`config.mk`:
```
export PLATFORM = sky130hd
export DESIGN_NAME = keypad_scanner_flat
export DESIGN_NICKNAME = d
export VERILOG_FILES = /design/src/rtl/keypad_scanner_if.sv /design/src/rtl/keypad_scanner.sv /design/src/flat_wrapper.sv
export SDC_FILE = /design/constraint.sdc
export NUM_CORES = 1
export LEC_CHECK = 0
export BUFFER_PORTS_ARGS = -buffer_cell sky130_fd_sc_hd__buf_2
export CAP_MARGIN = 40
export CORE_MARGIN = 2
export CORE_UTILIZATION = 40
export CTS_BUF_LIST = sky130_fd_sc_hd__clkbuf_8
export CTS_CLUSTER_DIAMETER = 120
export DETAILED_ROUTE_END_ITERATION = 16
export PLACE_DENSITY = 0.56
export SETUP_SLACK_MARGIN = 0.15
export SYNTH_ARGS = -nofsm -noshare
export SYNTH_HDL_FRONTEND = slang
export SYNTH_SLANG_ARGS = --single-unit
```
`constraint.sdc`:
```
create_clock -name clk -period 13.04 [get_ports clk]
set_input_delay 1.304 -clock clk [delete_from_list [all_inputs] [get_ports clk]]
set_output_delay 1.304 -clock clk [all_outputs]
set_load 0.1 [all_outputs]
```
`src/rtl/keypad_scanner_if.sv`:
```
// Signal bundle between the 4x4 keypad scanner and its pins/consumer.
// Handshake: key_valid holds key_code until the consumer raises key_ack for one cycle.
interface keypad_scanner_if;
  logic [3:0] row;
  logic [3:0] col;
  logic [3:0] key_code;
  logic       key_valid;
  logic       key_ack;
  logic       key_held;
  logic       key_overrun;

  modport master (
    input  row, key_ack,
    output col, key_code, key_valid, key_held, key_overrun
  );

  modport slave (
    output row, key_ack,
    input  col, key_code, key_valid, key_held, key_overrun
  );
endinterface

```
`src/rtl/keypad_scanner.sv`:
```
// 4x4 keypad column scanner with full-matrix debounce and a valid/ack key holding register.
// Handshake: key_valid stays high with key_code stable until key_ack=1 is seen while key_valid=1.
module keypad_scanner #(
  parameter int SCAN_DIV       = 100000,
  parameter int DEBOUNCE_SCANS = 4
) (
  input  logic             clk,
  input  logic             rst,
  keypad_scanner_if.master kp
);
  localparam int              SLOT_W    = $clog2(SCAN_DIV);
  localparam logic [SLOT_W-1:0] SLOT_LAST = SLOT_W'(SCAN_DIV - 1);
  localparam logic [3:0]      DB        = 4'(DEBOUNCE_SCANS);
  // Bit 4 set marks the NONE frame/state; otherwise bits 3:0 carry a key code.
  localparam logic [4:0]      NONE      = 5'h10;

  logic [3:0]        row_meta_q, row_sync_q;
  logic [SLOT_W-1:0] slot_q;
  logic [1:0]        col_idx_q;
  logic [3:0]        col_q;
  logic [15:0]       pressed_q;
  logic              eval_q;
  logic [4:0]        cand_q, stable_q;
  logic [3:0]        cnt_q;
  logic              press_q;
  logic [3:0]        press_code_q;
  logic [3:0]        key_code_q;
  logic              key_valid_q, key_overrun_q;

  logic [4:0] n_pressed, frame_val, cand_d;
  logic [3:0] hit_code, cnt_d;
  logic       frame_invalid, slot_end;

  function automatic logic [3:0] code_of(input logic [3:0] idx);
    case (idx)
      4'd0:  code_of = 4'h1;  4'd1:  code_of = 4'h2;  4'd2:  code_of = 4'h3;  4'd3:  code_of = 4'hA;
      4'd4:  code_of = 4'h4;  4'd5:  code_of = 4'h5;  4'd6:  code_of = 4'h6;  4'd7:  code_of = 4'hB;
      4'd8:  code_of = 4'h7;  4'd9:  code_of = 4'h8;  4'd10: code_of = 4'h9;  4'd11: code_of = 4'hC;
      4'd12: code_of = 4'h0;  4'd13: code_of = 4'hF;  4'd14: code_of = 4'hE;  default: code_of = 4'hD;
    endcase
  endfunction

  assign slot_end = (slot_q == SLOT_LAST);

  // pressed_q index is {row, col}; a frame with more than one bit set is ignored.
  always_comb begin
    n_pressed = '0;
    hit_code  = '0;
    for (int i = 0; i < 16; i++) begin
      if (pressed_q[i]) begin
        n_pressed = n_pressed + 5'd1;
        hit_code  = code_of(4'(i));
      end
    end
    frame_invalid = (n_pressed > 5'd1);
    frame_val     = (n_pressed == 5'd0) ? NONE : {1'b0, hit_code};
    if (frame_val == cand_q) begin
      cand_d = cand_q;
      cnt_d  = (cnt_q >= DB) ? cnt_q : cnt_q + 4'd1;
    end else begin
      cand_d = frame_val;
      cnt_d  = 4'd1;
    end
  end

  always_ff @(posedge clk or negedge rst) begin
    if (!rst) begin
      row_meta_q    <= 4'hF;
      row_sync_q    <= 4'hF;
      slot_q        <= '0;
      col_idx_q     <= 2'd0;
      col_q         <= 4'b1110;
      pressed_q     <= '0;
      eval_q        <= 1'b0;
      cand_q        <= NONE;
      stable_q      <= NONE;
      cnt_q         <= 4'd0;
      press_q       <= 1'b0;
      press_code_q  <= 4'd0;
      key_code_q    <= 4'd0;
      key_valid_q   <= 1'b0;
      key_overrun_q <= 1'b0;
    end else begin
      row_meta_q <= kp.row;
      row_sync_q <= row_meta_q;
      eval_q     <= 1'b0;
      press_q    <= 1'b0;

      if (slot_end) begin
        slot_q    <= '0;
        col_idx_q <= col_idx_q + 2'd1;
        col_q     <= {col_q[2:0], col_q[3]};
        for (int r = 0; r < 4; r++) begin
          pressed_q[{2'(r), col_idx_q}] <= ~row_sync_q[r];
        end
        eval_q <= (col_idx_q == 2'd3);
      end else begin
        slot_q <= slot_q + 1'b1;
      end

      if (eval_q && !frame_invalid) begin
        cand_q <= cand_d;
        cnt_q  <= cnt_d;
        if (cnt_d == DB && cand_d != stable_q) begin
          stable_q     <= cand_d;
          press_q      <= ~cand_d[4];
          press_code_q <= cand_d[3:0];
        end
      end

      // A press arriving together with the ack replaces the pending code.
      if (press_q) begin
        if (!key_valid_q) begin
          key_code_q  <= press_code_q;
          key_valid_q <= 1'b1;
        end else if (kp.key_ack) begin
          key_code_q    <= press_code_q;
          key_overrun_q <= 1'b0;
        end else begin
          key_overrun_q <= 1'b1;
        end
      end else if (key_valid_q && kp.key_ack) begin
        key_valid_q   <= 1'b0;
        key_overrun_q <= 1'b0;
      end
    end
  end

  assign kp.col         = col_q;
  assign kp.key_code    = key_code_q;
  assign kp.key_valid   = key_valid_q;
  assign kp.key_held    = ~stable_q[4];
  assign kp.key_overrun = key_overrun_q;
endmodule

```
`src/flat_wrapper.sv`:
```
// flat-port wrapper written by rule: the top's interface ports become plain ports
module keypad_scanner_flat 
#(
  parameter int SCAN_DIV       = 100000,
  parameter int DEBOUNCE_SCANS = 4
)
  (clk, rst, kp_row, kp_key_ack, kp_col, kp_key_code, kp_key_valid, kp_key_held, kp_key_overrun);
  keypad_scanner_if kp_i ();
  input  logic clk;
  input  logic rst;
  input wire logic [$bits(kp_i.row)-1:0] kp_row;
  input wire logic [$bits(kp_i.key_ack)-1:0] kp_key_ack;
  output wire logic [$bits(kp_i.col)-1:0] kp_col;
  output wire logic [$bits(kp_i.key_code)-1:0] kp_key_code;
  output wire logic [$bits(kp_i.key_valid)-1:0] kp_key_valid;
  output wire logic [$bits(kp_i.key_held)-1:0] kp_key_held;
  output wire logic [$bits(kp_i.key_overrun)-1:0] kp_key_overrun;
  assign kp_i.row = kp_row;
  assign kp_i.key_ack = kp_key_ack;
  assign kp_col = kp_i.col;
  assign kp_key_code = kp_i.key_code;
  assign kp_key_valid = kp_i.key_valid;
  assign kp_key_held = kp_i.key_held;
  assign kp_key_overrun = kp_i.key_overrun;
  keypad_scanner #(.SCAN_DIV(SCAN_DIV), .DEBOUNCE_SCANS(DEBOUNCE_SCANS)) u_core (.clk(clk), .rst(rst), .kp(kp_i));
endmodule
```
Word level (Yosys, flattened, before mapping)
Index checks and enable logic that the tools add are counted.

Register bits after elaboration: 73. Word-level logic and storage cells: 128. Output and inout bits: 11.

Reduce and logical (&&, ||, !) cells: 13. Add/subtract/negate cells: 18. $lt $le $gt $ge: 10. Muxes and demuxes: 59. Equality and inequality tests: 7. Bitwise operators: 6.

Operator list (number): $mux 5 (17); $add 5x1->5 const B (14); $mux 4 (17); $bwmux 16 (4); $add 17x1->17 const B (1); $eq 17x17->1 const B (1); $mux 17 (1); $mux 1 (14); $lt 4x5->1 const B (2); $demux 1 s2 (4); $ge 4x1->1 const B (2); $logic_and 1x1->1 (7); $not 1->1 (6); $reduce_and 2->1 (3); $eq 5x5->1 (1); $gt 5x1->1 const B (1); $logic_not 5->1 (1); $lt 2x5->1 const B (1); $lt 3x5->1 const B (1); $ne 5x5->1 (1); $add 4x1->4 const B (1); $eq 4x3->1 const B (1); $ge 4x3->1 const B (1); $mux 2 (2); 8 further kinds (9).

Logic depth before layout (Yosys ltp)
Gate-level depths: netlist (run 1).

Depth after elaboration: 39. Mapped depth: 54.

Worst setup path before layout (run 1)
No wires, ideal clock.

Path type: flip-flop to flip-flop. From: register u_core.pressed_q[0]. To: register u_core.press_code_q[0]. Library setup time: 0.125 ns. Slack: 2.967 ns. Cell stages (with the launch flop): 54. Period minus slack after synthesis: 10.073 ns. Buffers on the path: 1. Arrival: 9.948 ns. Cells stage by stage: dfrtp_1 > inv_1 > ha_1 > xnor2_1 > inv_2 > ha_1 > nand2_1 > o21ai_0 > ha_1 > mux2_2 > ha_1 > inv_1 > a22o_1 > o41ai_1 > ha_1 > nor2b_1 > nor2_1 > ha_1 > (+18 left out) > o21ai_1 > ha_1 > nand2b_1 > o21a_1 > ha_1 > inv_1 > a211o_1 > inv_1 > ha_1 > and2_1 > nand2_1 > nor2_1 > xnor2_1 > xnor2_1 > or3_1 > buf_4 > nor4_4 > mux2_2.

Word-level cells in the longest chain between the ends: 38.

RTL lines: start, declared (line keypad_scanner.sv:21) `logic [15:0] pressed_q;`; start signal, assigned by index (line keypad_scanner.sv:94) `pressed_q[{2'(r), col_idx_q}] <= ~row_sync_q[r];`; $mux 1 (line keypad_scanner.sv:50) `if (pressed_q[i]) begin`; $add 1x1->2 (line keypad_scanner.sv:51) `n_pressed = n_pressed + 5'd1;`; $mux 5 (line keypad_scanner.sv:50); $add 5x1->5 (line keypad_scanner.sv:51); $mux 5 (line keypad_scanner.sv:50); $add 5x1->5 (line keypad_scanner.sv:51); $mux 5 (line keypad_scanner.sv:50); $add 5x1->5 (line keypad_scanner.sv:51); (+22 left out); $mux 5 (line keypad_scanner.sv:50); $logic_not 5->1 (line keypad_scanner.sv:56) `frame_val = (n_pressed == 5'd0) ? NONE : {1'b0, hit_code};`; $mux 5 (line keypad_scanner.sv:56); $eq 5x5->1 (line keypad_scanner.sv:57) `if (frame_val == cand_q) begin`; $mux 5 or $mux 4 (tied branches) (line keypad_scanner.sv:57); $ne 5x5->1 or $eq 4x3->1 (tied branches) (line keypad_scanner.sv:104) `if (cnt_d == DB && cand_d != stable_q) begin`; $logic_and 1x1->1 (line keypad_scanner.sv:104); $reduce_and 2->1 (no source line); end signal, assigned (line keypad_scanner.sv:107) `press_code_q <= cand_d[3:0];`; end, declared (line keypad_scanner.sv:26) `logic [3:0] press_code_q;`.

Several ways; a longest one is shown, not always the timed one. A chain may end at the register's enable or synchronous reset.

Final worst setup path (run 1)
From: register u_core.pressed_q[0]. To: register u_core.press_code_q[1].

The elaborated chain is that of the path after synthesis.

==> results_dict.tcl, run 1 <==
set metrics [dict create \
    port_buffers 17 \
    num-fill-cells 1099 \
    power_uw 384.5 \
    finClkSkew_ps 7.883 \
    hold_depth 0 \
    syn_nets 535 \
    drc 0 \
    diodes 0 \
    path_clk_slew_ps 60 \
    crit_slowest_cell "or3_1" \
    drive_above_1_share_pct 15.46 \
    rows 39 \
    cts.sinks 69 \
    syn_area_per_cell_um2 9.347 \
    maxCapViolCount 0 \
    hold_start "u_core.row_meta_q[2]" \
    synth_edf_count 0 \
    hpwl_um 6599 \
    synthesis.area_um2 4730 \
    ys_seq_area_share_pct 36.85 \
    grt_overflow 0 \
    grt_max_degree 69 \
    avgViaCountPerCell 5.135 \
    place_inst 651 \
    post_cts_buffers 0 \
    synth.distinct_cells 61 \
    cts_resized 0 \
    ff2ff_path_depth 51 \
    hp-class "register to register" \
    initial_core_util_pct 41.24 \
    final_cell_mix "56 x dfrtp_1, 55 x nand2_1, 46 x nor2_1" \
    cts_root_buffer "clkbuf_8" \
    die_w_um 112.7 \
    area_growth_pct 8.651 \
    tightest_slew_ps 727.7 \
    relSlewSlack_pct 51.49 \
    clkLatencyLatePin_ps 340 \
    cts_made_buffers 9 \
    coreArea_um2 11470 \
    cp-end-kind "register" \
    r2r_start "u_core.pressed_q[0]" \
    crit_path_frequent_cell "ha_1" \
    vias 3425 \
    drt_iter0_drc 115 \
    cts_tree "yes" \
    syn_inst 506 \
    clockBufferDepth 2 \
    cts_max_level 3 \
    path_max_fanout 10 \
    cts_hold_buf 0 \
    hold_viol_final 0 \
    layout.nets 548 \
    antenna_found_initial 0 \
    p_per_area_nw_per_um2 74.83 \
    ys_seq_elements 69 \
    seq_area_um2 1743 \
    synth_ff_type "dfrtp_1" \
    instances_no_fill 667 \
    tns_ps 0 \
    ir_drop_v 0.00008832 \
    finalWirelength_um 8809 \
    wire_per_inst_um 13.21 \
    grt.total_usage_pct 14.99 \
    placed_cell_area_um2 4949 \
    finalMaxSlewViolations 0 \
    rsz0062_at_grt "no" \
    die_h_um 112.7 \
    worstPathRequired_ps 13260 \
    async_flop_share_pct 100.0 \
    crit_start "u_core.pressed_q[0]" \
    worstSetupPathType "register to register" \
    arrival_ps 11270 \
    final_common_cell "dfrtp_1" \
    setup_viol_count_final 0 \
    num_io_pins 18 \
    fin_crit_sh_pct 84.75 \
    die-area_um2 12710 \
    multi_input_area_um2 2813 \
    first_pass_iters 4 \
    place.gp.congestion 0.8221 \
    max_freq_mhz 90.48 \
    status "finished clean" \
    crit_path_max_incr_delay_ps 560 \
    grt_pass1_wl_um 15860 \
    ys_warn_count 0 \
    ant_nets 0 \
    power_leakage_nw 2.308 \
    period_needed_ps 11050 \
    stdcell_area_um2 5139 \
    start_kind "register" \
    grt_pass1_vias 3458 \
]
## state kept, by name, summed over array words and instances (netlist names), 2 cells and up
signal               count
u_core.slot_q           17
u_core.pressed_q        16
u_core.cand_q            5
u_core.cnt_q             4
u_core.kp.col            4
u_core.kp.key_code       4
u_core.row_meta_q        4
u_core.row_sync_q        4
u_core.press_code_q      3
u_core.col_idx_q         2
u_core.stable_q          2
## power breakdown
group / switching [mW] / internal, mW / total [mW] / leakage [nW]
logic: 0.00433 / 0.00173 / 0.00606 / 1.30
registers: 0.000831 / 0.216 / 0.217 / 0.899
clock network: 0.0733 / 0.0879 / 0.161 / 0.109
## through the flow
stage,util [%],hold slack [ps],worst slack (ps)
after floorplan,-,345.2,2967
after CTS,44.81,357.0,1959
final,44.81,356.0,1988
after detailed placement,43.15,347.2,2030
after global placement,42.91,347.2,2418
after global routing,44.81,359.4,921.4
## cell usage after synthesis (all sizes together), types with 3 or more instances
master / count / share of area [%]
nor3b: 5 / 0.79
buf: 7 / 0.90
nand2b: 5 / 0.66
o41ai: 3 / 0.56
xnor3: 6 / 2.9
clkbuf: 10 / 0.79
nor3: 19 / 2.1
ha: 22 / 5.8
dfrtp: 56 / 30
a21oi: 15 / 1.6
nand3: 18 / 2.0
mux2i: 6 / 1.3
o21a: 5 / 0.79
o21ai: 32 / 3.4
nand4: 5 / 0.66
nor2b: 9 / 1.2
nor4: 5 / 0.98
xnor2: 45 / 8.7
mux2: 20 / 4.8
nand3b: 4 / 0.63
or2: 3 / 0.40
o211ai: 3 / 0.48
and3: 4 / 0.53
nand2: 55 / 4.4
and2: 5 / 0.66
nor2: 46 / 3.7
a31oi: 6 / 0.79
dfstp: 13 / 7.2
inv: 25 / 2.0
xor2: 22 / 4.2
## per-layer routing
metal | part of all wire, % | wire length [um] | track usage (%)
met4 | 1.4 | 120 | 4.878
met2 | 45 | 3982 | 24.11
met1 | 51 | 4493 | 20.80
met5 | 0 | 0 | 0
met3 | 2.4 | 213 | 2.410
## cell type report
type	instances	share of cell area, %
multi-input combinational	395	54.74
sequential	69	33.92
clock buffer	13	3.482
tap	143	3.482
timing repair buffer	19	2.337
inverter	25	1.826
clock inverter	3	0.2191
## cells by family after synthesis
group                      synth area share (%)
AOI/OAI and AO/OA                         10.50
xor gates and xnor gates                  16.83
buffers and inverters                     3.677
DFF                                       36.85
adders and majority gates                 5.820
muxes                                     6.032
and+or+nand+nor                           20.29
## final timing paths
kind	endpoint	slack, ps
max	u_core.press_code_q[1]	1990
min	u_core.row_sync_q[2]	360
max reg2reg	u_core.press_code_q[1]	1990
min reg2reg	u_core.row_sync_q[2]	360
max in group asynchronous	u_core.row_meta_q[0]	11660
min in group asynchronous	u_core.kp.key_overrun	840
## worst max-delay path: cells and delay by family, from the launching register on
kind	cells	cell delay, ps
adders and majority gates	13	3870
and+or+nand+nor	15	2580
AOI/OAI and AO/OA	11	1660
xor gates and xnor gates	5	1190
muxes	3	940
DFF	1	400
buffers and inverters	4	270
Note: power is estimated with default switching activity, not from simulation.
==> run 2, diff against run 1 <==
clock period = 10.6 ns   (was 13.04 ns; I/O delays follow)
==> run 2 against run 1 <==
  * Sequential cell count unchanged
  * Critical path depth increased by 2
  * Die area unchanged
  * First-iteration DRC count grew 22%
  * Count of clock-buffer cells in the layout down 3
  * Worst hold slack got worse by 1.5 ps
  * Utilization rose by 2.7 points
  * Clock power up 46%
  * Sequential share of layout area is 1.9 points lower
  * Wire length is 2.3% higher
  * Via count rose by 4.6%
  * Global-route usage grew 0.15 points
  * Critical endpoint unchanged
  * Largest cell class unchanged
==> results_dict.tcl, run 2 (synthesis gave the netlist of run 1 again) <==
set metrics [dict create \
    antenna_found_initial 0 \
    cts_max_level 3 \
    vias 3581 \
    whs_endpoint "u_core.row_sync_q[2]" \
    p_sw_uw 102.9 \
    grt_max_degree 69 \
    hold_depth 0 \
    final_cell_mix "56 x dfrtp_1, 52 x nand2_1, 45 x nor2_1" \
    worstSetupPathType "register to register" \
    diodes 0 \
    maxCapViolCount 0 \
    die_w_um 112.7 \
    hp-class "register to register" \
    ir_drop_v 0.00009825 \
    fin_util_pct 47.52 \
    place.gp.congestion 0.7792 \
    period_needed_ps 9927 \
    grt_pass1_wl_um 16100 \
    power_leakage_nw 2.439 \
    cts.sinks 69 \
    whs_ps 354.5 \
    ant_nets 0 \
    die_h_um 112.7 \
    ff2ff_path_depth 53 \
    path_clk_slew_ps 70 \
    finalWirelength_um 9009 \
    rows 39 \
    top_register "u_core.slot_q" \
    grt_overflow 0 \
    relSlewSlack_pct 52.12 \
    clockBufferDepth 2 \
    final_common_cell "dfrtp_1" \
    cts_made_buffers 9 \
    cts_tree "yes" \
    coreArea_um2 11470 \
    path_max_fanout 6 \
    area_growth_pct 15.21 \
    start_kind "register" \
    crit_path_frequent_cell "ha_1" \
    cts_root_buffer "clkbuf_8" \
    p_per_area_nw_per_um2 93.50 \
    grt.total_usage_pct 15.14 \
    crit_path_max_incr_delay_ps 420 \
    stdcell_area_um2 5449 \
    hold_viol_final 0 \
    grt_pass1_vias 3472 \
    r2r_slack_ps 670 \
    pwr-share-seq_pct 52.4 \
    num-fill-cells 1073 \
    initial_core_util_pct 41.24 \
    wire_per_inst_um 13.15 \
    drt_iter0_drc 140 \
    tightest_slew_ps 718.1 \
    worstPathRequired_ps 10820 \
    finalMaxSlewViolations 0 \
    hold_start "u_core.row_meta_q[2]" \
    max_freq_mhz 100.7 \
    layout.nets 566 \
    swShare_pct 20.19 \
    place_inst 654 \
    largest_reg_flops 17 \
    cp-end-kind "register" \
    die-area_um2 12710 \
    crit_start "u_core.pressed_q[1]" \
    rsz0062_at_grt "no" \
    finClkSkew_ps 9.463 \
    port_buffers 17 \
    avgViaCountPerCell 5.228 \
    crit_slowest_cell "dfrtp_1" \
    status "finished clean" \
    num_io_pins 18 \
    drive_above_1_share_pct 23.25 \
    arrival_ps 10150 \
    r2r_start "u_core.pressed_q[1]" \
    r2r_end "u_core.press_code_q[1]" \
    fin_crit_sh_pct 93.65 \
    p_int_uw 406.6 \
    clkLatencyLatePin_ps 330 \
    placed_cell_area_um2 4971 \
    drc 0 \
    setup_viol_count_final 0 \
    combPwrFrac_pct 1.4 \
    instances_no_fill 685 \
    top_regs "u_core.slot_q x17, u_core.pressed_q x16, u_core.cand_q x5" \
    first_pass_iters 4 \
    hpwl_um 6528 \
    clkPwrFrac_pct 46.1 \
]
==> run 2: cell count changes in the layout (fill, tap and decap cells not counted), moves of 4 or more <==
cell / before / now
xnor2_2: 2 / 6
buf_4: 1 / 18
ha_1: 22 / 17
inv_1: 27 / 23
xnor2_1: 43 / 39
==> run 2: through the flow <==
step / setup TNS [ps] / worst slack [ps] / power, mW
6_report: 0 / 672.6 / 0.5095
5_1_grt: 0 / 94.20 / 0.5284
4_1_cts: 0 / 164.9 / 0.5175
3_5_place_dp: -1674 / -211.8 / 0.2799
3_3_place_gp: 0 / 107.3 / 0.2785
2_1_floorplan: 0 / 527.4 / 0.2716
==> run 2: final cells by class <==
cell class | count | area (um^2) | share of cell area (%)
clock buffers | 10 | 137.6 | 2.526
clock inverters | 6 | 86.33 | 1.584
inverters | 25 | 93.84 | 1.722
multi-input cells | 395 | 2950 | 54.14
flip-flops and latches | 69 | 1743 | 31.99
well taps | 143 | 178.9 | 3.284
repair buffers | 37 | 259.0 | 4.753
==> run 2: critical path: cells and delay by family, from the launching register on <==
| kind | cells | cell delay [ps] |
|---|---|---|
| DFF | 1 | 420 |
| muxes | 3 | 890 |
| AOI/OAI and AO/OA | 12 | 1630 |
| and+or+nand+nor | 14 | 1970 |
| adders and majority gates | 14 | 3820 |
| buffers and inverters | 7 | 680 |
| xor gates and xnor gates | 3 | 420 |
==> run 2: how the worst max path moves through the flow <==
stage	to	slack, ps	depth (start not counted)
2_1_floorplan	u_core.press_code_q[0]	530	53
3_3_place_gp	u_core.cand_q[3]	110	53
3_5_place_dp	u_core.cand_q[3]	-210	53
4_1_cts	u_core.cnt_q[0]	160	53
5_1_grt	u_core.cnt_q[0]	90	52
6_report	u_core.press_code_q[1]	670	53
==> run 2: what timing repair did <==
action	in CTS	in global routing
endpoints found under the setup margin	12	15
setup buffers	5	10
endpoints found under the hold margin	0	0
pin swaps	5	13
hold buffers	0	0
gates resized for setup	9	22
==> run 2: per-layer routing <==
layer	GRT usage (%)	share of wire (%)
met3	1.928	2.0
met4	5.203	1.0
met5	0	0
met2	24.39	48
met1	21.18	49
==> run 2: power groups by stage <==
stage          Combinational [mW]  Clock (mW)  Sequential [mW]
2_1_floorplan           0.0000613           0            0.272
3_3_place_gp              0.00655           0            0.272
3_5_place_dp              0.00796           0            0.272
4_1_cts                   0.00792       0.243            0.267
5_1_grt                   0.00881       0.253            0.267
6_report                  0.00738       0.235            0.267
